$ cat src/rtl/fetch_queue.sv
// Instruction buffer between fetch_b and decode: a small circular FIFO of
// {pc, instr, exc} entries whose oldest entry is presented to decode.
//
// Ports:
//   clk, rst_n     clock and synchronous active-low reset
//   clk_en         global clock enable; state changes only when 1 (reset excepted)
//   flush          discard all entries (redirect)
//   bubble_in      fetch_b output is a bubble (nothing to capture)
//   pc_in          pc of incoming instruction
//   instr_in       instruction word returned by memory
//   exc_in         exception code from fetch_b (0 = none)
//   stall          decode cannot accept an instruction this cycle
//   bubble_out     no valid instruction presented to decode
//   pc_out         pc of head entry (0 when empty)
//   instr_out      instruction of head entry (0 when empty)
//   exc_out        exception code of head entry (0 when empty)
//   fetch_stall    request to hold fetch_a/fetch_b
//   count_out      current occupancy
//   overflow_err   sticky: a push was attempted while full

module fetch_queue #(
    parameter int DEPTH       = 4,
    parameter int STALL_SLACK = 2
) (
    input  logic                       clk,
    input  logic                       rst_n,
    input  logic                       clk_en,
    input  logic                       flush,
    input  logic                       bubble_in,
    input  logic [31:0]                pc_in,
    input  logic [31:0]                instr_in,
    input  logic [7:0]                 exc_in,
    input  logic                       stall,
    output logic                       bubble_out,
    output logic [31:0]                pc_out,
    output logic [31:0]                instr_out,
    output logic [7:0]                 exc_out,
    output logic                       fetch_stall,
    output logic [$clog2(DEPTH):0]     count_out,
    output logic                       overflow_err
);

    localparam int AW = $clog2(DEPTH);
    localparam int CW = AW + 1;

    localparam logic [CW-1:0] FULL_C = CW'(DEPTH);

    // free <= slack  <=>  count >= DEPTH - slack; a slack of DEPTH or more
    // means fetch is held permanently.
    localparam logic [CW-1:0] STALL_TH =
        (STALL_SLACK >= DEPTH) ? '0 : CW'(DEPTH - STALL_SLACK);

    typedef struct packed {
        logic [31:0] pc;
        logic [31:0] instr;
        logic [7:0]  exc;
    } entry_t;

    entry_t          mem_q [DEPTH];

    logic [AW-1:0]   rd_ptr_q, rd_ptr_d;
    logic [AW-1:0]   wr_ptr_q, wr_ptr_d;
    logic [CW-1:0]   count_q, count_d;
    logic            ovf_q, ovf_d;

    logic            empty;
    logic            full;
    logic            push_req;
    logic            pop;
    logic            push_ok;
    entry_t          wr_entry;
    entry_t          head;

    assign empty    = (count_q == '0);
    assign full     = (count_q == FULL_C);

    assign push_req = clk_en && !flush && !bubble_in;
    assign pop      = clk_en && !flush && !stall && !empty;

    // A push into a full queue is only legal when the head leaves
    // on the same edge.
    assign push_ok  = push_req && (!full || pop);

    assign wr_entry = '{pc: pc_in, instr: instr_in, exc: exc_in};

    // ------------------------------------------------------------------
    // Next-state logic
    // ------------------------------------------------------------------
    always_comb begin
        rd_ptr_d = rd_ptr_q;
        wr_ptr_d = wr_ptr_q;
        count_d  = count_q;
        ovf_d    = ovf_q;

        if (flush) begin
            rd_ptr_d = '0;
            wr_ptr_d = '0;
            count_d  = '0;
        end else begin
            if (push_ok) begin
                wr_ptr_d = wr_ptr_q + AW'(1);
            end
            if (pop) begin
                rd_ptr_d = rd_ptr_q + AW'(1);
            end

            unique case (1'b1)
                (push_ok && !pop): count_d = count_q + CW'(1);
                (!push_ok && pop): count_d = count_q - CW'(1);
                default:           count_d = count_q;
            endcase

            if (push_req && !push_ok) begin
                ovf_d = 1'b1;
            end
        end
    end

    // ------------------------------------------------------------------
    // Control state
    // ------------------------------------------------------------------
    always_ff @(posedge clk) begin
        if (!rst_n) begin
            rd_ptr_q <= '0;
            wr_ptr_q <= '0;
            count_q  <= '0;
            ovf_q    <= 1'b0;
        end else if (clk_en) begin
            rd_ptr_q <= rd_ptr_d;
            wr_ptr_q <= wr_ptr_d;
            count_q  <= count_d;
            ovf_q    <= ovf_d;
        end
    end

    // Entry storage carries no reset; stale contents are masked by count.
    always_ff @(posedge clk) begin
        if (push_ok) begin
            mem_q[wr_ptr_q] <= wr_entry;
        end
    end

    // ------------------------------------------------------------------
    // Outputs: combinational from head entry and occupancy
    // ------------------------------------------------------------------
    assign head = mem_q[rd_ptr_q];

    always_comb begin
        pc_out    = '0;
        instr_out = '0;
        exc_out   = '0;
        if (!empty) begin
            pc_out    = head.pc;
            instr_out = head.instr;
            exc_out   = head.exc;
        end
    end

    assign bubble_out   = empty;
    assign count_out    = count_q;
    assign fetch_stall  = (count_q >= STALL_TH);
    assign overflow_err = ovf_q;

endmodule

$ cat config.mk
export PLATFORM = sky130hd
export DESIGN_NAME = fetch_queue
export DESIGN_NICKNAME = d
export VERILOG_FILES = /design/src/rtl/fetch_queue.sv
export SDC_FILE = /design/constraint.sdc
export NUM_CORES = 1
export LEC_CHECK = 0
export ABC_AREA = 1
export BUFFER_PORTS_ARGS = -buffer_cell sky130_fd_sc_hd__buf_2
export CORE_MARGIN = 5
export CORE_UTILIZATION = 30
export DETAILED_ROUTE_END_ITERATION = 10
export GPL_TIMING_DRIVEN = 0
export SLEW_MARGIN = 10
export SYNTH_ARGS = -nofsm -noshare
export SYNTH_HDL_FRONTEND = slang
export SYNTH_SLANG_ARGS = --single-unit
export TNS_END_PERCENT = 5
$ cat constraint.sdc
create_clock -name clk -period 6.63 [get_ports clk]
set_input_delay 1.326 -clock clk [delete_from_list [all_inputs] [get_ports clk]]
set_output_delay 1.326 -clock clk [all_outputs]
set_load 0.1 [all_outputs]
==> results.yml <==
run_status:
  outcome: "complete, no violations"
finish:
  area_growth_pct: 23.9
  multi_input_area_um2: 2570
  stdcell_count: 1677
  regArea_um2: 8850
  drive_above_1_share: 0.223
  utilization: 0.375
  fillers: 3702
  nNetsFinal: 1219
  final_cell_area_um2: 14500
clock_tree:
  cts_resized: 0
  cts_made_buffers: 34
  cts_tree: "built"
  worst_setup_hold_path_clk_slew_ns: 0.05
  clockRootBuffer: "clkbuf_16"
  cts-hold-fix-buffers: 0
  cts.sink_count: 298
  post_cts_buffers: 0
  clk_latency_ns: 0.51
  h-tree-depth: 2
  cts_buffer_depth: 3
routing:
  vias: 7737
  vias_per_cell: 4.61
  wl_per_cell_um: 18.2
  drt_iter0_markers: 409
  drt_wl_total_um: 30500
  ant_nets: 0
  drtPass1Iterations: 5
  drc: 0
logic_synthesis:
  post_synth.cell_area_avg_um2: 12.5
  synthCells: 933
  synthFlopType: "edfxtp_1"
  synth_top_area_cell: "edfxtp_1"
  synth_nets: 1016
  ys_types: 29
  ys_warn_count: 0
  synth_top_area_share: 0.739
  synth_edf_count: 288
  ys_seq_area_frac: 0.756
  synth-seq-cells: 298
  synthArstFlopShare: 0
  synthesis.area_um2: 11700
  netlist_top_cells_area: "edfxtp_1 74%, nor2_1 9.5%, o21ai_0 6.2%, a21oi_1 3.3%, dfxtp_1 1.7%"
sta:
  final.min_clock_period_ns: 4.28
  clock.fmax_mhz: 234
  rsz0062_at_grt: "false"
  relSlewSlack: 0.584
  tightest_slew_ns: 0.624
  setup_viol: 0
  clock_skew_ns: 0.0114
  hold_violations: 0
  slew_viol_final: 0
  fin_crit_sh: 0.645
grt:
  gr-total-overflow: 0
  antenna_found_initial: 3
  grt_pass1_wl_um: 45900
  grt_pass1_vias: 7845
  grt_max_degree: 26
  grt_usage: 0.136
critical_path:
  critPathCapture: "pc_out[27]"
  r2r-end: "mem_q[1][43]"
  crit_arrival_ns: 2.95
  required_ns: 5.30
  crit_fanout: 10
  cp-end-kind: "output pin"
  cp-start-kind: "flip-flop"
  critical_path_class: "flip-flop to output pin"
  ff2ff_path_depth: 6
  r2r-start: "count_out[1]"
  reg2reg_slack_ns: 4.59
placed_design:
  place_congestion: 0.720
  placed_cell_area_um2: 13400
  dp_hpwl_um: 19200
  dpl.cell_count: 1618
  port_buffers: 155
floorplan:
  rows: 72
  design.portCount: 156
  start_util: 0.303
  core_region_area_um2: 38600
  fp.dieH_um: 208
  die_area_um2: 43100
  die_w_um: 208
worst_hold_path:
  holdCritPathClass: "flip-flop to flip-flop"
power:
  p_leak_nw: 5.25
  powerDensity_nw_per_um2: 297
  peakVddDrop_v: 0.000237
  p_total_w: 0.00430
run:
  maxCapViolCount: 0
[metrics by stage]
step | worst slack [ns] | hold slack, ns | TNS (ns)
floorplan | 1.34 | 0.454 | 0
global placement | -1.61 | 0.478 | -428.27
detailed placement | 2.79 | 0.485 | 0
CTS | 2.23 | 0.494 | 0
global route | 2.14 | 0.528 | 0
finish | 2.35 | 0.493 | 0
[worst max-delay path: stages, from the launching register on]
cell and delay [ns]:
dfxtp_1 0.29, buf_2 0.22, inv_2 0.29, buf_2 0.40, clkbuf_2 0.33, o21ai_0 0.13, a21oi_1 0.26, buf_2 0.49
[synth_stat cells, types with 2 or more instances]
cell      count
a21oi_1      77
nand2_1      17
ha_1          5
nand2_2       3
nor2_1      295
nand3_2       2
nand4_1       2
buf_1         4
buf_2        16
o21ai_0     146
nor2_2        2
edfxtp_1    288
clkbuf_1     26
inv_2         6
inv_1        15
o21ai_1       2
dfxtp_1      10
clkbuf_2      6
[cells in the final DEF (no fill, tap or decap), types with 2 or more instances in the layout]
cell,n
inv_2,6
clkbuf_1,33
inv_1,15
clkbuf_2,6
buf_2,171
nand4_1,2
nand3_2,2
nor2_4,4
edfxtp_1,288
bufinv_16,2
nand2_2,3
clkinv_4,2
dfxtp_1,10
o21ai_0,146
a21oi_1,77
clkinv_2,3
nand2_1,17
buf_12,9
clkbuf_16,37
o21ai_1,2
clkinv_1,6
buf_16,3
ha_1,5
nor2_2,2
buf_1,4
nor2_1,291
[routing by layer]
| layer | up-vias | track usage | part of all wire |
|---|---|---|---|
| met1 | 3748 | 0.177 | 0.44 |
| li1 | 3704 | - | - |
| met4 | 4 | 0.0356 | 0.019 |
| met3 | 56 | 0.0322 | 0.059 |
| met5 | - | 0 | 0.00046 |
| met2 | 225 | 0.230 | 0.48 |
[how the worst min path moves through the flow]
stage                           start     endpoint  depth (start not counted)  slack, ns
after floorplan           rd_ptr_q[1]    flip-flop                          2       0.45
after global placement    rd_ptr_q[1]  rd_ptr_q[1]                          2       0.48
after detailed placement  rd_ptr_q[1]  rd_ptr_q[1]                          2       0.49
after CTS                 rd_ptr_q[1]    flip-flop                          2       0.49
after global routing      wr_ptr_q[1]  wr_ptr_q[1]                          2       0.53
final                     rd_ptr_q[1]    flip-flop                          2       0.49
[logic make-up after synthesis]
group | Yosys count | share of synthesized area
simple gates | 326 | 0.111
flops | 298 | 0.756
compound gates | 230 | 0.101
buf+inv | 74 | 0.0264
fa+ha+maj | 5 | 0.00535
[power breakdown]
| part | total [W] | leakage, nW | internal, W | switching [W] |
|---|---|---|---|---|
| logic | 0.000410 | 2.04 | 0.0000781 | 0.000331 |
| clock network | 0.00180 | 0.522 | 0.00109 | 0.000710 |
| registers | 0.00209 | 2.68 | 0.00209 | 0.00000488 |
| total | 0.00430 | 5.25 | 0.00325 | 0.00105 |
[sequential cells by signal, summed over array words and instances, names as in the netlist, named ones only]
name          cells
mem_q           288
count_out         3
rd_ptr_q          2
wr_ptr_q          2
overflow_err      1
[area by class of cell]
type	count	share of cell area
Clock buffer	44	0.0657
Timing Repair Buffer	167	0.0716
Multi-Input combinational cell	561	0.178
Buffer	53	0.0159
Inverter	21	0.00544
Antenna cell	1	0.000173
Tap cell	518	0.0447
Clock inverter	14	0.00846
Sequential cell	298	0.610
No activity file was read; power rests on OpenSTA's default activity.
